### config.mk
export PLATFORM = sky130hd
export DESIGN_NAME = ex_mem_stage
export DESIGN_NICKNAME = d
export VERILOG_FILES = /design/src/rtl/ex_mem_stage.sv
export SDC_FILE = /design/constraint.sdc
export NUM_CORES = 1
export LEC_CHECK = 0
export CORE_MARGIN = 3
export CORE_UTILIZATION = 50
export CTS_CLUSTER_SIZE = 25
export DETAILED_ROUTE_END_ITERATION = 10
export PLACE_DENSITY = 0.81
export SLEW_MARGIN = 20
export SYNTH_ARGS = -nofsm -noshare
export SYNTH_HDL_FRONTEND = slang
export SYNTH_SLANG_ARGS = --single-unit
### constraint.sdc
create_clock -name clk -period 11.1 [get_ports clk]
set_input_delay 1.11 -clock clk [delete_from_list [all_inputs] [get_ports clk]]
set_output_delay 1.11 -clock clk [all_outputs]
set_load 0.005 [all_outputs]
### src/rtl/ex_mem_stage.sv
// EX/MEM pipeline boundary register with a valid/ready handshake, flush, and an
// optional 2-entry skid buffer that registers EX_ready.
module ex_mem_stage #(
  parameter int DW   = 32,
  parameter int AW   = 32,
  parameter int RW   = 5,
  parameter int WBW  = 2,
  parameter int MW   = 3,
  parameter int SKID = 1
) (
  input  logic           clk,
  input  logic           rst,
  input  logic           flush,
  input  logic           EX_valid,
  output logic           EX_ready,
  input  logic [AW-1:0]  EX_bpc,
  input  logic [DW-1:0]  EX_alu_out,
  input  logic [DW-1:0]  EX_rd2,
  input  logic [WBW-1:0] EX_ctlwb,
  input  logic [MW-1:0]  EX_ctlm,
  input  logic           EX_alu_zero,
  input  logic [RW-1:0]  EX_rd_mux,
  input  logic           MEM_ready,
  output logic           MEM_valid,
  output logic [AW-1:0]  MEM_bpc,
  output logic [DW-1:0]  MEM_alu_out,
  output logic [DW-1:0]  MEM_rd2,
  output logic [WBW-1:0] MEM_ctlwb,
  output logic [MW-1:0]  MEM_ctlm,
  output logic           MEM_alu_zero,
  output logic [RW-1:0]  MEM_rd
);

  localparam int PW = AW + 2 * DW + WBW + MW + 1 + RW;

  logic [PW-1:0]  in_word;
  logic [PW-1:0]  main_q;
  logic           valid_q;
  logic [WBW-1:0] ctlwb_q;
  logic [MW-1:0]  ctlm_q;

  assign in_word = {EX_bpc, EX_alu_out, EX_rd2, EX_ctlwb, EX_ctlm, EX_alu_zero, EX_rd_mux};
  assign {MEM_bpc, MEM_alu_out, MEM_rd2, ctlwb_q, ctlm_q, MEM_alu_zero, MEM_rd} = main_q;

  // Control is masked on bubbles so MEM never acts on stale control bits.
  assign MEM_valid = valid_q;
  assign MEM_ctlwb = valid_q ? ctlwb_q : '0;
  assign MEM_ctlm  = valid_q ? ctlm_q  : '0;

  generate
    if (SKID != 0) begin : g_skid
      typedef enum logic [1:0] {EMPTY, ONE, FULL} state_t;

      state_t        state_q, state_d;
      logic [PW-1:0] skid_q;
      logic          accept, pop;
      logic          load_main_in, load_main_skid, load_skid;

      // Ready depends only on registered state (and rst), never on MEM_ready.
      assign EX_ready = !rst && (state_q != FULL);
      assign valid_q  = (state_q != EMPTY);
      assign accept   = EX_valid && EX_ready;
      assign pop      = valid_q && MEM_ready;

      always_comb begin
        state_d        = state_q;
        load_main_in   = 1'b0;
        load_main_skid = 1'b0;
        load_skid      = 1'b0;
        case (state_q)
          EMPTY: begin
            if (accept) begin
              state_d      = ONE;
              load_main_in = 1'b1;
            end
          end
          ONE: begin
            if (accept && pop) begin
              load_main_in = 1'b1;
            end else if (accept) begin
              state_d   = FULL;
              load_skid = 1'b1;
            end else if (pop) begin
              state_d = EMPTY;
            end
          end
          FULL: begin
            if (pop) begin
              state_d        = ONE;
              load_main_skid = 1'b1;
            end
          end
          default: state_d = EMPTY;
        endcase
        if (flush) begin
          state_d        = EMPTY;
          load_main_in   = 1'b0;
          load_main_skid = 1'b0;
          load_skid      = 1'b0;
        end
      end

      always_ff @(posedge clk) begin
        if (rst) begin
          state_q <= EMPTY;
          main_q  <= '0;
        end else begin
          state_q <= state_d;
          if (load_main_in) begin
            main_q <= in_word;
          end else if (load_main_skid) begin
            main_q <= skid_q;
          end
        end
      end

      always_ff @(posedge clk) begin
        if (!rst && load_skid) begin
          skid_q <= in_word;
        end
      end
    end else begin : g_single
      logic accept, pop;

      assign EX_ready = !rst && (!valid_q || MEM_ready);
      assign accept   = EX_valid && EX_ready;
      assign pop      = valid_q && MEM_ready;

      always_ff @(posedge clk) begin
        if (rst) begin
          valid_q <= 1'b0;
          main_q  <= '0;
        end else if (flush) begin
          valid_q <= 1'b0;
        end else if (accept) begin
          valid_q <= 1'b1;
          main_q  <= in_word;
        end else if (pop) begin
          valid_q <= 1'b0;
        end
      end
    end
  endgenerate

endmodule

After elaboration in Yosys (flattened, before gate mapping) --
Cells that the tools add are included.
Operators by class: $add $sub $neg 0, multiply operators 0, divide/modulo/power cells 0, magnitude comparators 0, equality and inequality tests 7, shifts and indexed selects 0, mux-type cells 20, bitwise logic cells 0, reductions and logical operators 11
Operator list (count):
- 107-bit two-way mux | 2
- 2-bit two-way mux | 6
- 1-bit two-way mux | 9
- 2-bit inequality test (second input constant) | 4
- 2-bit one-hot mux with 3 select lines | 1
- 1-bit logical AND | 5
- 4-bit AND reduction | 1
- 2-bit nonzero test | 2
- 3-bit two-way mux | 1
- 3-bit inequality test (second input constant) | 1
- 2-bit by 1-bit == test with 1-bit output (second input constant) | 1
- 2-bit == test (second input constant) | 1
- 2-bit zero test | 1
- 1-bit one-hot mux with 2 select lines | 1
- 2-bit OR reduction | 1
- 1-bit zero test | 1
Word-level totals: register bits 216, bits in latches 0, memory bits (writable) 0, memory bits (read-only) 0, input port bits 112, output and inout port bits 109, memories 0

Depth between registers and ports, before layout --
depth after elaboration 8, depth in mapped cells 7, gate-level depth less buffers 3

Least setup slack after synthesis --
OpenSTA, ideal clock, no wires.
path kind input to register, from input port MEM_ready, to register g_skid.skid_q[0], enable pin, data arrival time 4.520 ns, data required time 10.621 ns, setup slack 6.101 ns, stages 5, path buffers 3, cell sequence nor2b_1 > clkbuf_1 > buf_2 > buf_1 > and3_1
On the way: longest elaborated chain between the ends 6
RTL lines:
- start: declaration | line 23 | input logic MEM_ready,
- 1-bit logical AND | line 63 | assign pop = valid_q && MEM_ready;
- 1-bit logical AND | line 78 | if (accept && pop) begin
- 1-bit two-way mux | line 78
- 1-bit two-way mux | line 70 | case (state_q)
- 1-bit two-way mux | line 95 | if (flush) begin
- 1-bit logical AND | line 118 | if (!rst && load_skid) begin
- end signal: assignment | line 119 | skid_q <= in_word;
- end: declaration | line 55 | logic [PW-1:0] skid_q;
Every way passes these cells. A chain may end at the register's enable or synchronous reset.

Worst setup path after layout --
from input port MEM_ready, to register g_skid.skid_q[48], enable pin
Same word-level chain as after synthesis.

==> metrics.md <==
| Metric | Value |
|---|---|
| Level count of the clock H-tree | 1 |
| Area fraction in compound gates after synthesis | 12.6% |
| Largest family of logic cells by synthesized area | simple AND/OR/NAND/NOR gates |
| Worst setup path category | input port to register |
| Kind of end point of the critical path | register |
| Switch Pwr | 0.000370 W |
| Mean area per synthesized cell | 10.8 um^2 |
| Required arrival time at the worst endpoint | 11.21 ns |
| Die Footprint | 19800 um^2 |
| Max-cap violations | 0 |
| NumNets Final | 1033 |
| Max-Slew Margin vs Limit | 29.4% |
| Number of synthesized flops with an enable pin | 107 |
| Highest ir drop seen on vdd | 0.0984 mV |
| Crit-path cells | clkdlybuf4s50_1, nor2b_4, buf_4, and3_4, buf_4 |
| Multiplexer fraction of the synthesized cell area | 0.110% |
| Maximum clock path buffer count | 3 |
| Worst endpoint data arrival time | 4.97 ns |
| Total internal power | 0.00139 W |
| Fraction of final layout cells sized beyond drive strength 1 | 8.43% |
| Final Max Slew Viols | 0 |
| RSZ-0062 raised after global routing | no |
| Vias | 6600 |
| I/O Buffers | 220 |
| GR Util All Layers | 21.9% |
| Slew @ Worst Pin | 1.06 ns |
| Final worst-path cycle share | 43.8% |
| Proportion of netlist area held by the largest area contributor | 35.3% |
| Wire length of the first global-routing pass | 35900 um |
| Final Setup Violations | 0 |
| Number of nets with antenna violations after detailed routing | 0 |
| Share of synthesized flip-flops with an asynchronous set or reset | 0% |
| Crit path launch type | input port |
| Top cells by area, synth | sky130_fd_sc_hd__edfxtp_1 35%, sky130_fd_sc_hd__dfxtp_1 24%, sky130_fd_sc_hd__nand2_1 8.9% |
| DIE HEIGHT | 141 um |
| # resized after CTS | 0 |
| Met2 usage in global routing | 35.0% |
| Remaining Overflow, GRT | 0 |
| Number of buffers inserted by post-CTS setup repair | 0 |
| Busiest grt layer | met2 |
| Worst min-delay path class | register to register |
| #FFs+latches synth | 216 |
| Yosys top cell by area | sky130_fd_sc_hd__edfxtp_1 |
| Worst Skew | 0.00845 ns |
| Hold Path Stages | 2 |
| Clock Latency Late Sink | 0.49 ns |
| Commonest cells after routing, fill and taps aside | 219 x sky130_fd_sc_hd__clkdlybuf4s50_1, 215 x sky130_fd_sc_hd__nand2_1, 109 x sky130_fd_sc_hd__dfxtp_1, 107 x sky130_fd_sc_hd__nor3_1, 107 x sky130_fd_sc_hd__edfxtp_1 |
| Net count after synthesis | 954 |
| Number of cells in the finished layout apart from fillers | 1162 |
| Final hold vios | 0 |
| Cell area after technology mapping | 9090 um^2 |
| Clock buffer count from CTS | 22 |
| Vias in the first global route | 6569 |
| Adder and majority gate portion of the synthesized area | 0% |
| Horiz. Die Dim | 141 um |
| Switching share of power | 21.0% |
| Remaining design rule violation count | 0 |
| Fraction of power consumed by the clock network | 41.8% |
| Number of sinks on the clock net | 216 |
| Most common cell after layout, fill and taps aside | sky130_fd_sc_hd__clkdlybuf4s50_1 |
| Global placement routability congestion | 0.761 |
| Routed wire length per instance | 19.4 um |
| Number of cell instances on the worst register-to-register path | 4 |
| Final worst path period need | 4.86 ns |
| Cell with the largest stage delay on the worst path | sky130_fd_sc_hd__nor2b_4 |
| Delay of the slowest cell on the worst path | 0.88 ns |
| Run status | finished clean |
| Power per standard cell area | 155 nW/um^2 |
| Cell repeated most along the worst path | sky130_fd_sc_hd__buf_4 |
| Max Fclk | 206 MHz |
| Initial DRC count | 395 |
| GR met3 Demand/Resource | 4.88% |
| Starting utilization of the core area | 51.8% |
| Inst Count DP | 1122 |
| Most common flop cell mapped by yosys | sky130_fd_sc_hd__dfxtp_1 |
| Library cells used by synthesis | 24 |
| Antenna fix cells | 0 |
| Routed vias/inst | 5.68 |
| CP Max Fanout | 65 |
| Cells after synthesis | 842 |
| Number of search-and-repair iterations in the first detailed-routing pass | 5 |
| P_leak | 3.59 nW |
| Largest net degree at the start of global routing | 75 |
| WL final | 22500 um |
| Site Rows | 48 |
| Flop pwr share | 49.4% |
| Share of synthesized cell area in and, or, nand and nor gates | 16.1% |
| CTS Hold Bufs | 0 |
| Boundary Pins | 221 |
| Clock-pin slew of the registers on the worst-case setup and hold paths | 0.06 ns |
| Sum of negative setup slack | 0 ns |
| Share of the synthesized netlist area taken by xor and xnor gates | 0% |
| Sum of net half-perimeters after detailed placement | 13700 um |
| Clock tree from TritonCTS | done |
| Warnings from Yosys | 0 |
| Combinational Power Share | 8.8% |
| Core outline area | 17500 um^2 |
| Sequential cell area fraction in the yosys report | 59.3% |
| Met1 global-route usage | 30.2% |
| Area Growth Syn to Fin | 24.9% |
| Initial antenna violation count | 2 |
| Library cell used as clock root buffer | sky130_fd_sc_hd__clkbuf_16 |
==> power by group through the flow <==
stage,logic [W],registers (W),clock network (W)
after floorplan,0.0000809,0.000885,0
after global placement,0.000151,0.000889,0
after detailed placement,0.000154,0.000889,0
after CTS,0.000155,0.000872,0.000750
after global routing,0.000165,0.000874,0.000785
final,0.000154,0.000872,0.000737
==> sequential cells by signal, summed over array words and instances, names as in the netlist <==
name / cells
g_skid.state_q: 2
main_q: 107
g_skid.skid_q: 107
==> per-stage QoR <==
step                setup WS, ns  instance area [um^2]  hold slack [ns]  total power [W]  utilization, %
floorplan                   6.10                  9090            0.460         0.000965               -
global placement            5.77                 10600            0.471          0.00104            60.5
detailed placement          5.73                 10600            0.478          0.00104            60.5
CTS                         6.25                 11400            0.488          0.00178            64.7
global route                6.03                 11400            0.514          0.00182            64.7
finish                      6.24                 11400            0.488          0.00176            64.7
==> area by class of cell <==
cell class	count	area (um^2)
sequential	216	5400
timing repair buffer	228	2260
fill	1377	6190
multi-input combinational	452	2670
tap	225	282
inverter	1	3.75
clock buffer	38	733
clock inverter	2	8.76
==> kinds of logic after synthesis <==
family | after synthesis
compound gates | 110
buf+inv | 174
flops | 216
mux | 1
simple gates | 341
==> Yosys cell counts (2+ instances only) <==
cell / instances
sky130_fd_sc_hd__nor3_1: 107
sky130_fd_sc_hd__a21oi_1: 2
sky130_fd_sc_hd__buf_6: 4
sky130_fd_sc_hd__a311oi_2: 30
sky130_fd_sc_hd__edfxtp_1: 107
sky130_fd_sc_hd__nor2_1: 4
sky130_fd_sc_hd__dfxtp_1: 109
sky130_fd_sc_hd__a311oi_1: 77
sky130_fd_sc_hd__clkbuf_1: 55
sky130_fd_sc_hd__buf_4: 101
sky130_fd_sc_hd__buf_2: 12
sky130_fd_sc_hd__nor2b_1: 8
sky130_fd_sc_hd__nand2_1: 215
==> path summary, 6_finish.rpt <==
path	slack, ns	endpoint	startpoint
max	6.24	g_skid.skid_q[48]	MEM_ready
min	0.49	main_q[11]	main_q[11]
max reg2reg	6.93	g_skid.skid_q[48]	g_skid.state_q[0]
min reg2reg	0.49	main_q[11]	main_q[11]
==> critical path, delay by kind of cell <==
| kind | cells | cell delay (ns) |
|---|---|---|
| AND/OR/NAND/NOR | 2 | 1.64 |
| buffers and inverters | 3 | 2.08 |
==> routing by layer <==
| metal | share of wire [%] | wire [um] | up-vias |
|---|---|---|---|
| met3 | 7.5 | 1690 | 40 |
| met4 | 2.5 | 566 | 4 |
| met1 | 43 | 9570 | 3193 |
| li1 | - | - | 3096 |
| met5 | 0.098 | 22 | - |
| met2 | 47 | 10700 | 267 |
No activity file was read; power rests on OpenSTA's default activity.
